<file path="src/rtl/id_ex_pipe_reg_if.sv">
// ID/EX stage bundle: decoded ID fields in, registered EX fields out, plus the stall/flush
// controls and hazard statistics.
interface id_ex_pipe_reg_if #(
  parameter int XLEN  = 32,
  parameter int CNT_W = 32
);
  logic            id_valid;
  logic [6:0]      id_opcode;
  logic [XLEN-1:0] id_pc;
  logic [4:0]      id_rs1, id_rs2, id_rd;
  logic [XLEN-1:0] id_rdata1, id_rdata2, id_imm;
  logic [3:0]      id_aluop;
  logic            id_rf_en, id_sel_a, id_sel_b, id_rd_en, id_wr_en, id_jump;
  logic [1:0]      id_wb_sel;
  logic [2:0]      id_mem_mode, id_br_type;
  logic            ext_stall, ex_flush;

  logic            ex_valid;
  logic [6:0]      ex_opcode;
  logic [XLEN-1:0] ex_pc;
  logic [4:0]      ex_rs1, ex_rs2, ex_rd;
  logic [XLEN-1:0] ex_rdata1, ex_rdata2, ex_imm;
  logic [3:0]      ex_aluop;
  logic            ex_rf_en, ex_sel_a, ex_sel_b, ex_rd_en, ex_wr_en, ex_jump;
  logic [1:0]      ex_wb_sel;
  logic [2:0]      ex_mem_mode, ex_br_type;
  logic            stall_id;
  logic [CNT_W-1:0] stall_cnt, flush_cnt;

  modport master (
    output id_valid, id_opcode, id_pc, id_rs1, id_rs2, id_rd, id_rdata1, id_rdata2, id_imm,
           id_aluop, id_rf_en, id_sel_a, id_sel_b, id_rd_en, id_wr_en, id_jump, id_wb_sel,
           id_mem_mode, id_br_type, ext_stall, ex_flush,
    input  ex_valid, ex_opcode, ex_pc, ex_rs1, ex_rs2, ex_rd, ex_rdata1, ex_rdata2, ex_imm,
           ex_aluop, ex_rf_en, ex_sel_a, ex_sel_b, ex_rd_en, ex_wr_en, ex_jump, ex_wb_sel,
           ex_mem_mode, ex_br_type, stall_id, stall_cnt, flush_cnt
  );

  modport slave (
    input  id_valid, id_opcode, id_pc, id_rs1, id_rs2, id_rd, id_rdata1, id_rdata2, id_imm,
           id_aluop, id_rf_en, id_sel_a, id_sel_b, id_rd_en, id_wr_en, id_jump, id_wb_sel,
           id_mem_mode, id_br_type, ext_stall, ex_flush,
    output ex_valid, ex_opcode, ex_pc, ex_rs1, ex_rs2, ex_rd, ex_rdata1, ex_rdata2, ex_imm,
           ex_aluop, ex_rf_en, ex_sel_a, ex_sel_b, ex_rd_en, ex_wr_en, ex_jump, ex_wb_sel,
           ex_mem_mode, ex_br_type, stall_id, stall_cnt, flush_cnt
  );
endinterface

</file>
<file path="src/rtl/id_ex_pipe_reg.sv">
// ID/EX pipeline register with load-use hazard detection, bubble insertion and EX flush.
// Define HAZARD_STATS_EN to build the stall/flush statistic counters (otherwise they read 0).
module id_ex_pipe_reg #(
  parameter int XLEN  = 32,
  parameter int CNT_W = 32
) (
  input logic            clk,
  input logic            rst,
  id_ex_pipe_reg_if.slave bus
);
  typedef struct packed {
    logic            valid;
    logic [6:0]      opcode;
    logic [XLEN-1:0] pc;
    logic [4:0]      rs1;
    logic [4:0]      rs2;
    logic [4:0]      rd;
    logic [XLEN-1:0] rdata1;
    logic [XLEN-1:0] rdata2;
    logic [XLEN-1:0] imm;
    logic [3:0]      aluop;
    logic            rf_en;
    logic            sel_a;
    logic            sel_b;
    logic            rd_en;
    logic            wr_en;
    logic            jump;
    logic [1:0]      wb_sel;
    logic [2:0]      mem_mode;
    logic [2:0]      br_type;
  } stage_t;

  stage_t id_s, ex_q, bubble;
  logic   use_rs1, use_rs2, load_use;

  // A bubble is the reset image: no writes, and br_type parked on "no branch".
  always_comb begin
    bubble         = '0;
    bubble.br_type = 3'b010;
  end

  always_comb begin
    id_s          = '0;
    id_s.valid    = bus.id_valid;
    id_s.opcode   = bus.id_opcode;
    id_s.pc       = bus.id_pc;
    id_s.rs1      = bus.id_rs1;
    id_s.rs2      = bus.id_rs2;
    id_s.rd       = bus.id_rd;
    id_s.rdata1   = bus.id_rdata1;
    id_s.rdata2   = bus.id_rdata2;
    id_s.imm      = bus.id_imm;
    id_s.aluop    = bus.id_aluop;
    id_s.rf_en    = bus.id_rf_en;
    id_s.sel_a    = bus.id_sel_a;
    id_s.sel_b    = bus.id_sel_b;
    id_s.rd_en    = bus.id_rd_en;
    id_s.wr_en    = bus.id_wr_en;
    id_s.jump     = bus.id_jump;
    id_s.wb_sel   = bus.id_wb_sel;
    id_s.mem_mode = bus.id_mem_mode;
    id_s.br_type  = bus.id_br_type;
  end

  // Which source operands the ID instruction actually reads (LUI/AUIPC/JAL read none).
  always_comb begin
    use_rs1 = 1'b1;
    use_rs2 = 1'b0;
    case (bus.id_opcode)
      7'h37, 7'h17, 7'h6F: use_rs1 = 1'b0;
      default:             use_rs1 = 1'b1;
    endcase
    case (bus.id_opcode)
      7'h33, 7'h23, 7'h63: use_rs2 = 1'b1;
      default:             use_rs2 = 1'b0;
    endcase
  end

  assign load_use = ex_q.valid && ex_q.rd_en && (ex_q.rd != 5'd0) && bus.id_valid &&
                    ((use_rs1 && (bus.id_rs1 == ex_q.rd)) ||
                     (use_rs2 && (bus.id_rs2 == ex_q.rd)));

  assign bus.stall_id = load_use && !bus.ex_flush && !bus.ext_stall;

  always_ff @(posedge clk) begin
    if (rst)                                ex_q <= bubble;
    else if (!bus.ext_stall) begin
      if (bus.ex_flush || load_use)         ex_q <= bubble;
      else                                  ex_q <= id_s;
    end
  end

`ifdef HAZARD_STATS_EN
  logic [CNT_W-1:0] stall_cnt_q, flush_cnt_q;

  // A flush swallows a coincident load-use, so only one of the two counts per cycle.
  always_ff @(posedge clk) begin
    if (rst) begin
      stall_cnt_q <= '0;
      flush_cnt_q <= '0;
    end else if (!bus.ext_stall) begin
      if (bus.ex_flush)   flush_cnt_q <= flush_cnt_q + CNT_W'(1);
      else if (load_use)  stall_cnt_q <= stall_cnt_q + CNT_W'(1);
    end
  end

  assign bus.stall_cnt = stall_cnt_q;
  assign bus.flush_cnt = flush_cnt_q;
`else
  assign bus.stall_cnt = '0;
  assign bus.flush_cnt = '0;
`endif

  assign bus.ex_valid    = ex_q.valid;
  assign bus.ex_opcode   = ex_q.opcode;
  assign bus.ex_pc       = ex_q.pc;
  assign bus.ex_rs1      = ex_q.rs1;
  assign bus.ex_rs2      = ex_q.rs2;
  assign bus.ex_rd       = ex_q.rd;
  assign bus.ex_rdata1   = ex_q.rdata1;
  assign bus.ex_rdata2   = ex_q.rdata2;
  assign bus.ex_imm      = ex_q.imm;
  assign bus.ex_aluop    = ex_q.aluop;
  assign bus.ex_rf_en    = ex_q.rf_en;
  assign bus.ex_sel_a    = ex_q.sel_a;
  assign bus.ex_sel_b    = ex_q.sel_b;
  assign bus.ex_rd_en    = ex_q.rd_en;
  assign bus.ex_wr_en    = ex_q.wr_en;
  assign bus.ex_jump     = ex_q.jump;
  assign bus.ex_wb_sel   = ex_q.wb_sel;
  assign bus.ex_mem_mode = ex_q.mem_mode;
  assign bus.ex_br_type  = ex_q.br_type;
endmodule
</file>
<file path="src/flat_wrapper.sv">
// flat-port wrapper written by rule: the top's interface ports become plain ports
module id_ex_pipe_reg_flat 
#(
  parameter int XLEN  = 32,
  parameter int CNT_W = 32
)
  (clk, rst, bus_id_valid, bus_id_opcode, bus_id_pc, bus_id_rs1, bus_id_rs2, bus_id_rd, bus_id_rdata1, bus_id_rdata2, bus_id_imm, bus_id_aluop, bus_id_rf_en, bus_id_sel_a, bus_id_sel_b, bus_id_rd_en, bus_id_wr_en, bus_id_jump, bus_id_wb_sel, bus_id_mem_mode, bus_id_br_type, bus_ext_stall, bus_ex_flush, bus_ex_valid, bus_ex_opcode, bus_ex_pc, bus_ex_rs1, bus_ex_rs2, bus_ex_rd, bus_ex_rdata1, bus_ex_rdata2, bus_ex_imm, bus_ex_aluop, bus_ex_rf_en, bus_ex_sel_a, bus_ex_sel_b, bus_ex_rd_en, bus_ex_wr_en, bus_ex_jump, bus_ex_wb_sel, bus_ex_mem_mode, bus_ex_br_type, bus_stall_id, bus_stall_cnt, bus_flush_cnt);
  id_ex_pipe_reg_if #(.XLEN(XLEN), .CNT_W(CNT_W)) bus_i ();
  input logic clk;
  input logic rst;
  input wire logic [$bits(bus_i.id_valid)-1:0] bus_id_valid;
  input wire logic [$bits(bus_i.id_opcode)-1:0] bus_id_opcode;
  input wire logic [$bits(bus_i.id_pc)-1:0] bus_id_pc;
  input wire logic [$bits(bus_i.id_rs1)-1:0] bus_id_rs1;
  input wire logic [$bits(bus_i.id_rs2)-1:0] bus_id_rs2;
  input wire logic [$bits(bus_i.id_rd)-1:0] bus_id_rd;
  input wire logic [$bits(bus_i.id_rdata1)-1:0] bus_id_rdata1;
  input wire logic [$bits(bus_i.id_rdata2)-1:0] bus_id_rdata2;
  input wire logic [$bits(bus_i.id_imm)-1:0] bus_id_imm;
  input wire logic [$bits(bus_i.id_aluop)-1:0] bus_id_aluop;
  input wire logic [$bits(bus_i.id_rf_en)-1:0] bus_id_rf_en;
  input wire logic [$bits(bus_i.id_sel_a)-1:0] bus_id_sel_a;
  input wire logic [$bits(bus_i.id_sel_b)-1:0] bus_id_sel_b;
  input wire logic [$bits(bus_i.id_rd_en)-1:0] bus_id_rd_en;
  input wire logic [$bits(bus_i.id_wr_en)-1:0] bus_id_wr_en;
  input wire logic [$bits(bus_i.id_jump)-1:0] bus_id_jump;
  input wire logic [$bits(bus_i.id_wb_sel)-1:0] bus_id_wb_sel;
  input wire logic [$bits(bus_i.id_mem_mode)-1:0] bus_id_mem_mode;
  input wire logic [$bits(bus_i.id_br_type)-1:0] bus_id_br_type;
  input wire logic [$bits(bus_i.ext_stall)-1:0] bus_ext_stall;
  input wire logic [$bits(bus_i.ex_flush)-1:0] bus_ex_flush;
  output wire logic [$bits(bus_i.ex_valid)-1:0] bus_ex_valid;
  output wire logic [$bits(bus_i.ex_opcode)-1:0] bus_ex_opcode;
  output wire logic [$bits(bus_i.ex_pc)-1:0] bus_ex_pc;
  output wire logic [$bits(bus_i.ex_rs1)-1:0] bus_ex_rs1;
  output wire logic [$bits(bus_i.ex_rs2)-1:0] bus_ex_rs2;
  output wire logic [$bits(bus_i.ex_rd)-1:0] bus_ex_rd;
  output wire logic [$bits(bus_i.ex_rdata1)-1:0] bus_ex_rdata1;
  output wire logic [$bits(bus_i.ex_rdata2)-1:0] bus_ex_rdata2;
  output wire logic [$bits(bus_i.ex_imm)-1:0] bus_ex_imm;
  output wire logic [$bits(bus_i.ex_aluop)-1:0] bus_ex_aluop;
  output wire logic [$bits(bus_i.ex_rf_en)-1:0] bus_ex_rf_en;
  output wire logic [$bits(bus_i.ex_sel_a)-1:0] bus_ex_sel_a;
  output wire logic [$bits(bus_i.ex_sel_b)-1:0] bus_ex_sel_b;
  output wire logic [$bits(bus_i.ex_rd_en)-1:0] bus_ex_rd_en;
  output wire logic [$bits(bus_i.ex_wr_en)-1:0] bus_ex_wr_en;
  output wire logic [$bits(bus_i.ex_jump)-1:0] bus_ex_jump;
  output wire logic [$bits(bus_i.ex_wb_sel)-1:0] bus_ex_wb_sel;
  output wire logic [$bits(bus_i.ex_mem_mode)-1:0] bus_ex_mem_mode;
  output wire logic [$bits(bus_i.ex_br_type)-1:0] bus_ex_br_type;
  output wire logic [$bits(bus_i.stall_id)-1:0] bus_stall_id;
  output wire logic [$bits(bus_i.stall_cnt)-1:0] bus_stall_cnt;
  output wire logic [$bits(bus_i.flush_cnt)-1:0] bus_flush_cnt;
  assign bus_i.id_valid = bus_id_valid;
  assign bus_i.id_opcode = bus_id_opcode;
  assign bus_i.id_pc = bus_id_pc;
  assign bus_i.id_rs1 = bus_id_rs1;
  assign bus_i.id_rs2 = bus_id_rs2;
  assign bus_i.id_rd = bus_id_rd;
  assign bus_i.id_rdata1 = bus_id_rdata1;
  assign bus_i.id_rdata2 = bus_id_rdata2;
  assign bus_i.id_imm = bus_id_imm;
  assign bus_i.id_aluop = bus_id_aluop;
  assign bus_i.id_rf_en = bus_id_rf_en;
  assign bus_i.id_sel_a = bus_id_sel_a;
  assign bus_i.id_sel_b = bus_id_sel_b;
  assign bus_i.id_rd_en = bus_id_rd_en;
  assign bus_i.id_wr_en = bus_id_wr_en;
  assign bus_i.id_jump = bus_id_jump;
  assign bus_i.id_wb_sel = bus_id_wb_sel;
  assign bus_i.id_mem_mode = bus_id_mem_mode;
  assign bus_i.id_br_type = bus_id_br_type;
  assign bus_i.ext_stall = bus_ext_stall;
  assign bus_i.ex_flush = bus_ex_flush;
  assign bus_ex_valid = bus_i.ex_valid;
  assign bus_ex_opcode = bus_i.ex_opcode;
  assign bus_ex_pc = bus_i.ex_pc;
  assign bus_ex_rs1 = bus_i.ex_rs1;
  assign bus_ex_rs2 = bus_i.ex_rs2;
  assign bus_ex_rd = bus_i.ex_rd;
  assign bus_ex_rdata1 = bus_i.ex_rdata1;
  assign bus_ex_rdata2 = bus_i.ex_rdata2;
  assign bus_ex_imm = bus_i.ex_imm;
  assign bus_ex_aluop = bus_i.ex_aluop;
  assign bus_ex_rf_en = bus_i.ex_rf_en;
  assign bus_ex_sel_a = bus_i.ex_sel_a;
  assign bus_ex_sel_b = bus_i.ex_sel_b;
  assign bus_ex_rd_en = bus_i.ex_rd_en;
  assign bus_ex_wr_en = bus_i.ex_wr_en;
  assign bus_ex_jump = bus_i.ex_jump;
  assign bus_ex_wb_sel = bus_i.ex_wb_sel;
  assign bus_ex_mem_mode = bus_i.ex_mem_mode;
  assign bus_ex_br_type = bus_i.ex_br_type;
  assign bus_stall_id = bus_i.stall_id;
  assign bus_stall_cnt = bus_i.stall_cnt;
  assign bus_flush_cnt = bus_i.flush_cnt;
  id_ex_pipe_reg #(.XLEN(XLEN), .CNT_W(CNT_W)) u_core (.clk(clk), .rst(rst), .bus(bus_i));
endmodule
</file>
<file path="config.mk">
export PLATFORM = sky130hd
export DESIGN_NAME = id_ex_pipe_reg_flat
export DESIGN_NICKNAME = d
export VERILOG_FILES = /design/src/rtl/id_ex_pipe_reg_if.sv /design/src/rtl/id_ex_pipe_reg.sv /design/src/flat_wrapper.sv
export SDC_FILE = /design/constraint.sdc
export NUM_CORES = 1
export LEC_CHECK = 0
export ABC_AREA = 1
export CORE_AREA = 2 2 160 162
export CTS_CLUSTER_SIZE = 20
export DETAILED_ROUTE_END_ITERATION = 8
export DIE_AREA = 0 0 162 164
export PLACE_DENSITY = 0.74
export REMOVE_ABC_BUFFERS = 1
export SETUP_SLACK_MARGIN = 0.05
export SLEW_MARGIN = 25
export SYNTH_ARGS = -nofsm -noshare
export SYNTH_HDL_FRONTEND = slang
export SYNTH_SLANG_ARGS = --single-unit
</file>
<file path="constraint.sdc">
create_clock -name clk -period 2.1 [get_ports clk]
set_clock_uncertainty 0.1 [all_clocks]
set_input_delay 0.42 -clock clk [delete_from_list [all_inputs] [get_ports clk]]
set_output_delay 0.42 -clock clk [all_outputs]
set_load 0.02 [all_outputs]
</file>
==> out/metrics.csv, run 1 <==
metric;value;unit
drv_cap;0;
synthTopCellsByArea;dfxtp_1 45%, nand3_2 13%, a21oi_1 11%;
fp.coreArea;24800;sq um
grt_pass1_wl;35300;um
max_freq;459;MHz
fp.dieW;162;um
worstPathMaxFanout;2;
status;finished, violations left;
num_vias;7018;
cellPowerDensity;672;nW/um^2
p_sw_share;26.5;%
cts_tree;yes;
ff_latch_area;3390;sq um
via_per_inst;4.49;
vdd_drop_max;0.460;mV
initial_core_util;30.3;%
grtUsageTotal;16.6;%
endpoint_kind;output port;
gp_congestion;0.812;
cts-root-buf;clkbuf_16;
drt-wirelength-per-cell;14.6;um
utilization;47.9;%
power_frac_comb;16.8;%
p_int;5.87;mW
synth_edf_count;0;
p_leak;4.31;nW
clkTransAtPathRegs;0.07;ns
drive_gt1_share;17.9;%
crit_type;in2out;
syn_area;7520;sq um
grt_max_degree;88;
seqPwrFrac;42.5;%
ant_nets;0;
period_share;104;%
routed_wl;22900;um
io_pins;407;
numCtsBuffers;17;
fin_ws;-0.0779;ns
clock_path_buffers;2;
r2r_start;u_core.bus.ex_rd[3];
drt_iter0_markers;344;
htreeDepth;4;
postCtsHoldBufs;0;
arrival;1.66;ns
hp-start;rst;
numClockSinks;169;
required;1.58;ns
antenna_found_initial;0;
nets;1396;
overflow;0;
placed_area;11200;sq um
holdPathStages;2;
finalPower;7.99;mW
min_path_type;in2reg;
dieArea;26600;sq um
violations;negative setup slack;
synth_ff_type;dfxtp_1;
worstSkewPairLatency;0.41;ns
multi_input_comb_area;3390;sq um
ys_types;24;
drc;0;
ys_seq_elements;169;
rsz0062_at_grt;true;
whs_endpoint;u_core.bus.ex_rdata2[13];
n_fill_cell;2415;
p_sw;2.12;mW
grt_pass1_vias;6792;
ys_seq_area_share;45.0;%
netlist_instances;878;
netlist.top_cell.by_area;dfxtp_1;
r2r_end;u_core.bus.ex_br_type[0];
synth-async-reset-ratio;0;%
yosys.area.top_type_share;45.0;%
hold_ws;0.204;ns
rr_worst_depth;11;
placement.io_buffers;342;
firstDrtPassIters;4;
final-setup-viol-count;1;
avgSynthCellArea;8.56;sq um
fin_crit;2.18;ns
yosysWarnings;0;
hold_viol;0;
rrSetupSlack;0.25;ns
p_clk_share;40.8;%
antenna_cells;0;
worstSetupStartpointType;input port;
finalMaxSlewViolations;0;
hpwl;16600;um
rows;58;
final_cell_area;11900;sq um
die_h;164;um
syn2layout_area_growth;58.1;%
how the worst max path moves through the flow:
stage / start / end / slack (ns) / cells past startpoint
2_1_floorplan: bus_ex_flush / u_core.bus.ex_aluop[0] / -6.92 / 3
3_3_place_gp: bus_id_opcode[5] / bus_stall_id / -0.46 / 8
3_5_place_dp: bus_id_opcode[5] / bus_stall_id / -0.47 / 8
4_1_cts: u_core.bus.ex_rd[3] / bus_stall_id / -0.18 / 8
5_1_grt: u_core.bus.ex_rd[3] / bus_stall_id / -0.18 / 8
6_report: bus_id_rs1[4] / bus_stall_id / -0.08 / 7
cells in the mapped netlist (2+ instances only):
| master | number |
|---|---|
| dfxtp_1 | 169 |
| nand2_1 | 195 |
| clkbuf_1 | 40 |
| nand3_2 | 100 |
| inv_1 | 12 |
| xnor2_1 | 2 |
| a21oi_1 | 160 |
| inv_2 | 2 |
| buf_12 | 10 |
| xor2_1 | 2 |
| nor2_1 | 10 |
| a21oi_2 | 10 |
| nand3_1 | 70 |
| buf_4 | 74 |
| buf_2 | 13 |
per-layer routing:
layer | vias up | GRT usage (%) | wire length [um]
li1 | 3480 | - | -
met1 | 3217 | 19.2 | 9360
met2 | 283 | 28.3 | 11000
met3 | 38 | 5.81 | 1890
met4 | 0 | 5.99 | 612
met5 | - | 0 | 0
final cells by class:
class                   count  area share, %
clock buffers              18           3.61
flip-flops and latches    169           28.6
multi-input cells         620           28.5
repair buffers            401           34.0
inverters                  14          0.442
well taps                 330           3.47
clock inverters            12           1.40
cells by family after synthesis:
logic type | Yosys count | share of synthesized area (%)
AO/OA/AOI/OAI | 174 | 12.2
flip-flops | 169 | 45.0
AND/OR/NAND/NOR | 378 | 28.5
XOR/XNOR | 4 | 0.466
buffers and inverters | 152 | 13.8
other | 1 | 0.0499
timing repair:
action                                  in CTS  in global routing
resized for setup                           34                  3
buffers inserted                             3                  0
endpoints found under the setup margin       2                  4
endpoints found under the hold margin        0                  0
pin swaps                                   10                  5
through the flow:
stage	TNS (ns)	cells	setup slack, ns
6_report	-0.0779	1564	-0.0779
3_5_place_dp	-36.53	1531	-0.472
5_1_grt	-0.184	1564	-0.184
3_3_place_gp	-31.17	1531	-0.461
4_1_cts	-0.179	1564	-0.179
2_1_floorplan	-1143.21	803	-6.92
sequential cells by signal, summed over array words and instances (netlist names):
| register | flops |
|---|---|
| u_core.bus.ex_sel_a | 1 |
| u_core.bus.ex_aluop | 4 |
| u_core.bus.ex_rd | 5 |
| u_core.bus.ex_wb_sel | 2 |
| u_core.bus.ex_mem_mode | 3 |
| u_core.bus.ex_rf_en | 1 |
| u_core.bus.ex_imm | 32 |
| u_core.bus.ex_wr_en | 1 |
| u_core.bus.ex_rdata2 | 32 |
| u_core.bus.ex_rs1 | 5 |
| u_core.bus.ex_br_type | 3 |
| u_core.bus.ex_sel_b | 1 |
| u_core.bus.ex_rdata1 | 32 |
| u_core.bus.ex_pc | 32 |
| u_core.bus.ex_rs2 | 5 |
| u_core.bus.ex_valid | 1 |
| u_core.bus.ex_jump | 1 |
| u_core.bus.ex_opcode | 7 |
| u_core.bus.ex_rd_en | 1 |
placed cells by master, fill, tap and decap left out, types with 16 or more instances in the layout:
master / instances
conb_1: 64
buf_12: 16
dlygate4sd2_1: 17
nand2_1: 193
clkdlybuf4s50_1: 322
nand3_2: 100
nand3_1: 70
dfxtp_1: 164
a21oi_1: 159
clkbuf_16: 17
buf_4: 45
worst max-delay path, stage by stage:
cell             delay, ns
clkdlybuf4s50_1       0.52
xnor2_1               0.13
nand3_1               0.10
nand2_2               0.13
nand2_8               0.07
nor3_4                0.14
buf_6                 0.15
power by group through the flow:
| stage | Sequential, mW | Clock (mW) | Combinational [mW] |
|---|---|---|---|
| after floorplan | 3.61 | 0 | 0.401 |
| after global placement | 3.46 | 0 | 1.33 |
| after detailed placement | 3.47 | 0 | 1.35 |
| after CTS | 3.39 | 3.35 | 1.35 |
| after global routing | 3.41 | 3.46 | 1.43 |
| final | 3.39 | 3.26 | 1.34 |
(Power assumes the default switching activity.)
==> run 2, diff against run 1 <==
--- a/config.mk
+++ b/config.mk
@@ -6,11 +6,11 @@
 export NUM_CORES = 1
 export LEC_CHECK = 0
 export ABC_AREA = 1
-export CORE_AREA = 2 2 160 162
+export CORE_AREA = 5 5 154 156
 export CTS_CLUSTER_SIZE = 20
 export DETAILED_ROUTE_END_ITERATION = 8
-export DIE_AREA = 0 0 162 164
-export PLACE_DENSITY = 0.74
+export DIE_AREA = 0 0 159 161
+export PLACE_DENSITY = 0.81
 export REMOVE_ABC_BUFFERS = 1
 export SETUP_SLACK_MARGIN = 0.05
 export SLEW_MARGIN = 25
==> run 2 against run 1 <==
  * The flow still finishes with violations (negative setup slack)
  * Clock power decreased by 6.7%
  * Power shrank 2.4%
  * First-iteration DRC count grew 41%
  * Global-route usage rose by 1.1 points
  * Combinational power about the same
  * Via count grew 1.3%
  * Die area down 3.6%
  * Core utilization up 5.8 points
  * Critical endpoint unchanged
==> out/metrics.csv, run 2 (synthesis gave the netlist of run 1 again) <==
metric;value;unit
fp.dieW;159;um
fin_ws;-0.0914;ns
n_fill_cell;2002;
drt_iter0_markers;486;
relSlewSlack;49.6;%
dieArea;25600;sq um
arrival;1.67;ns
overflow;0;
antenna_found_initial;0;
cellPowerDensity;654;nW/um^2
syn2layout_area_growth;58.6;%
status;finished, violations left;
numCtsBuffers;17;
routed_wl;24200;um
drt-wirelength-per-cell;15.9;um
final-setup-viol-count;1;
max_freq;456;MHz
worst_pin_slew;0.756;ns
required;1.58;ns
postCtsHoldBufs;0;
final_cell_mix;318 x clkdlybuf4s50_1, 193 x nand2_1, 164 x dfxtp_1;
final_common_cell;clkdlybuf4s50_1;
cts-root-buf;clkbuf_16;
rows;55;
firstDrtPassIters;4;
clkTransAtPathRegs;0.07;ns
num_vias;7107;
ant_nets;0;
worstSkewPairLatency;0.42;ns
hold_viol;0;
grt_pass1_vias;6980;
die_h;161;um
initial_core_util;33.8;%
drc;0;
htreeDepth;4;
fp.coreArea;22200;sq um
period_share;104;%
gp_congestion;0.835;
violations;negative setup slack;
dp.cells;1486;
min_path_type;in2reg;
finalMaxSlewViolations;0;
placement.io_buffers;342;
vdd_drop_max;0.423;mV
rsz0062_at_grt;true;
hold_ws;0.339;ns
worstSetupStartpointType;input port;
endpoint_kind;output port;
finalPower;7.80;mW
p_leak;4.38;nW
tns;-0.0914;ns
stdcell_count;1524;
worstPathMaxFanout;2;
numClockSinks;169;
grt_max_degree;99;
grt_pass1_wl;37500;um
io_pins;407;
drv_cap;0;
via_per_inst;4.66;
clock_path_buffers;2;
dp_worst_setup_slack;-0.508;ns
drive_gt1_share;19.4;%
crit_type;in2out;
nets;1398;
hpwl;17600;um
fin_crit;2.19;ns
cts_tree;yes;
grtUsageTotal;17.7;%
run 2: repair_timing:
action,CTS,global route
buffers inserted,2,3
pin swaps,14,11
gates resized for setup,41,23
endpoints found under the setup margin,2,1
run 2: cell type report:
| type | instances | area (sq um) | area share (%) |
|---|---|---|---|
| clock buffers | 20 | 457 | 3.83 |
| clock inverters | 12 | 109 | 0.913 |
| diodes | 1 | 2.50 | 0.0210 |
| well taps | 285 | 357 | 2.99 |
| repair buffers | 403 | 4080 | 34.2 |
| multi-input cells | 620 | 3470 | 29.1 |
| flip-flops and latches | 169 | 3400 | 28.5 |
| inverters | 14 | 52.6 | 0.441 |
run 2: path summary, 6_finish.rpt:
check | startpoint | end | slack (ns) | cells past startpoint
setup / recovery | bus_id_opcode[2] | bus_stall_id | -0.09 | 12
hold / removal | bus_id_rs1[3] | u_core.bus.ex_rs1[3] | 0.34 | 3
setup reg to reg | u_core.bus.ex_rd[4] | u_core.bus.ex_imm[15] | 0.15 | 11
hold reg to reg | u_core.bus.ex_rdata1[28] | u_core.bus.ex_rdata1[28] | 0.36 | 2
run 2: metrics by stage:
step | instance area (sq um) | util (%)
2_1_floorplan | 6770 | -
3_5_place_dp | 11200 | 50.3
6_report | 11900 | 53.6
5_1_grt | 11900 | 53.6
3_3_place_gp | 11200 | 50.3
4_1_cts | 11800 | 53.1
run 2: worst max-delay path, stage by stage:
cell	delay (ns)
dlygate4sd2_1	0.25
inv_1	0.08
nand2_1	0.06
nor2_2	0.13
nand2_1	0.06
nor2_1	0.10
nand2_1	0.07
nand2_2	0.10
nand2_8	0.06
nor3_4	0.12
buf_6	0.12
buf_12	0.10
run 2: layer usage:
metal | vias to the layer above | share of wire [%] | wire (um) | GRT usage, %
met5 | - | 0 | 0 | 0
met4 | 0 | 1.7 | 417 | 4.96
met3 | 23 | 8.1 | 1970 | 6.53
met2 | 289 | 50 | 12100 | 31.2
met1 | 3297 | 40 | 9740 | 20.2
li1 | 3498 | - | - | -
run 2: report_power, final:
part | leakage [nW] | internal (mW) | switching [mW]
registers | 1.38 | 3.32 | 0.0676
logic | 2.73 | 0.671 | 0.697
clock network | 0.269 | 1.62 | 1.42
==> run 3, diff against run 2 <==
--- a/config.mk
+++ b/config.mk
@@ -6,11 +6,11 @@
 export NUM_CORES = 1
 export LEC_CHECK = 0
 export ABC_AREA = 1
-export CORE_AREA = 5 5 154 156
+export CORE_MARGIN = 5
+export CORE_UTILIZATION = 35
 export CTS_CLUSTER_SIZE = 20
 export DETAILED_ROUTE_END_ITERATION = 8
-export DIE_AREA = 0 0 159 161
-export PLACE_DENSITY = 0.81
+export PLACE_DENSITY = 0.82
 export REMOVE_ABC_BUFFERS = 1
 export SETUP_SLACK_MARGIN = 0.05
 export SLEW_MARGIN = 25
==> run 3 against run 2 <==
  * The flow still finishes with violations (negative setup slack)
  * Sequential power about the same
  * Wire length increased by 0.11%
  * Clock-buffer cell count is 1 lower
  * Core utilization up 2.4 points
  * Fmax fell by 1.1%
  * Largest cell class unchanged
  * Die area is 4.2% lower
  * Highest routed layer unchanged
  * Via count decreased by 0.25%
  * Global-route usage grew 0.75 points
==> out/metrics.csv, run 3 (synthesis gave the netlist of run 1 again) <==
metric;value;unit
status;finished, violations left;
violations;negative setup slack;
ant_nets;0;
p_leak;4.34;nW
p_sw_share;28.2;%
drv_cap;0;
relSlewSlack;54.7;%
p_clk_share;39.2;%
worstSetupStartpointType;input port;
worstPathMaxFanout;2;
tns;-0.117;ns
hp-start;bus_id_valid;
fp.dieW;157;um
rr_worst_depth;11;
p_int;5.61;mW
hold_viol;0;
final_common_cell;clkdlybuf4s50_1;
routed_wl;24300;um
placement.io_buffers;342;
io_pins;407;
crit_type;in2out;
whs_endpoint;u_core.bus.ex_valid;
worst_pin_slew;0.679;ns
htreeDepth;4;
hold_ws;0.328;ns
power_frac_comb;17.5;%
drc;0;
final-setup-viol-count;1;
grt_pass1_wl;36700;um
antenna_found_initial;0;
fin_crit;2.22;ns
fp.coreArea;21100;sq um
die_h;157;um
rows;53;
r2r_start;u_core.bus.ex_rd[3];
grt_pass1_vias;6954;
syn2layout_area_growth;57.2;%
cts-root-buf;clkbuf_16;
via_per_inst;4.71;
cellPowerDensity;661;nW/um^2
initial_core_util;35.7;%
vdd_drop_max;0.532;mV
required;1.58;ns
p_sw;2.21;mW
arrival;1.70;ns
cts_tree;yes;
num_vias;7089;
finalMaxSlewViolations;0;
final_cell_mix;320 x clkdlybuf4s50_1, 193 x nand2_1, 164 x dfxtp_1;
antenna_cells;0;
clock_path_buffers;2;
endpoint_kind;output port;
rrSetupSlack;0.23;ns
overflow;0;
worstSkewPairLatency;0.41;ns
n_fill_cell;1856;
seqPwrFrac;43.4;%
dieArea;24500;sq um
drt_iter0_markers;374;
max_freq;451;MHz
drt-wirelength-per-cell;16.1;um
rsz0062_at_grt;true;
numCtsBuffers;17;
grt_max_degree;149;
hpwl;17500;um
holdPathStages;3;
nets;1390;
numClockSinks;169;
clkTransAtPathRegs;0.07;ns
min_path_type;in2reg;
fin_ws;-0.117;ns
drive_gt1_share;17.6;%
gp_congestion;0.886;
r2r_end;u_core.bus.ex_pc[8];
firstDrtPassIters;5;
grtUsageTotal;18.5;%
period_share;106;%
-- run 3: cell types whose count changed in the layout (fill, tap and decap cells not counted), moves of 4 or more --
cell     previous run  this run
nand3_2           110       100
nand3_1            60        70
inv_6               2         6
buf_4              44        37
-- run 3: area by class of cell --
class / instances / area [sq um] / area share [%]
clock buffer: 19 / 443 / 3.75
clock inverter: 13 / 129 / 1.09
inverter: 14 / 55.1 / 0.466
timing repair buffer: 395 / 4050 / 34.3
tap: 275 / 344 / 2.91
multi-input combinational: 620 / 3400 / 28.7
sequential: 169 / 3400 / 28.8
-- run 3: what timing repair did --
item / CTS / global route
endpoints found under the setup margin: 37 / 19
resized for setup: 35 / 16
buffers inserted: 2 / 2
pin swaps: 10 / 7
cloned: 0 / 2
hold buffers: 0 / 0
-- run 3: power groups by stage --
| stage | registers, mW | logic, mW | clock network (mW) |
|---|---|---|---|
| final | 3.39 | 1.36 | 3.06 |
| after global routing | 3.41 | 1.46 | 3.29 |
| after CTS | 3.39 | 1.37 | 3.14 |
| after detailed placement | 3.47 | 1.37 | 0 |
| after global placement | 3.46 | 1.35 | 0 |
| after floorplan | 3.61 | 0.401 | 0 |
-- run 3: stage by stage --
stage / total power, mW / util [%] / setup WS (ns) / area [sq um] / instances
after global routing: 8.15 / 56.1 / -0.228 / 11800 / 1505
after CTS: 7.90 / 55.5 / -0.245 / 11700 / 1501
after floorplan: 4.02 / - / -6.92 / 6770 / 803
after detailed placement: 4.84 / 52.6 / -0.484 / 11100 / 1467
final: 7.81 / 56.1 / -0.117 / 11800 / 1505
after global placement: 4.82 / 52.6 / -0.442 / 11100 / 1467
-- run 3: routing by layer --
layer	GRT usage [%]	routed length [um]	vias up
met5	0	0	-
met4	5.66	616	0
met3	7.00	2320	40
met2	31.5	11800	295
met1	21.5	9500	3278
li1	-	-	3476
-- run 3: worst max-delay path: stages --
cell             delay (ns)
clkdlybuf4s50_1        0.50
xnor2_1                0.13
nand3_1                0.11
nand2_2                0.13
nand2_8                0.06
nor3_4                 0.11
buf_6                  0.12
buf_6                  0.11
-- run 3: how the worst max path moves through the flow --
stage                        startpoint                     end  slack (ns)
floorplan                  bus_ex_flush  u_core.bus.ex_aluop[0]       -6.92
global placement       bus_id_opcode[1]            bus_stall_id       -0.44
detailed placement     bus_id_opcode[6]            bus_stall_id       -0.48
CTS                 u_core.bus.ex_rd[4]            bus_stall_id       -0.25
global route        u_core.bus.ex_rd[2]            bus_stall_id       -0.23
finish                    bus_id_rs1[4]            bus_stall_id       -0.12
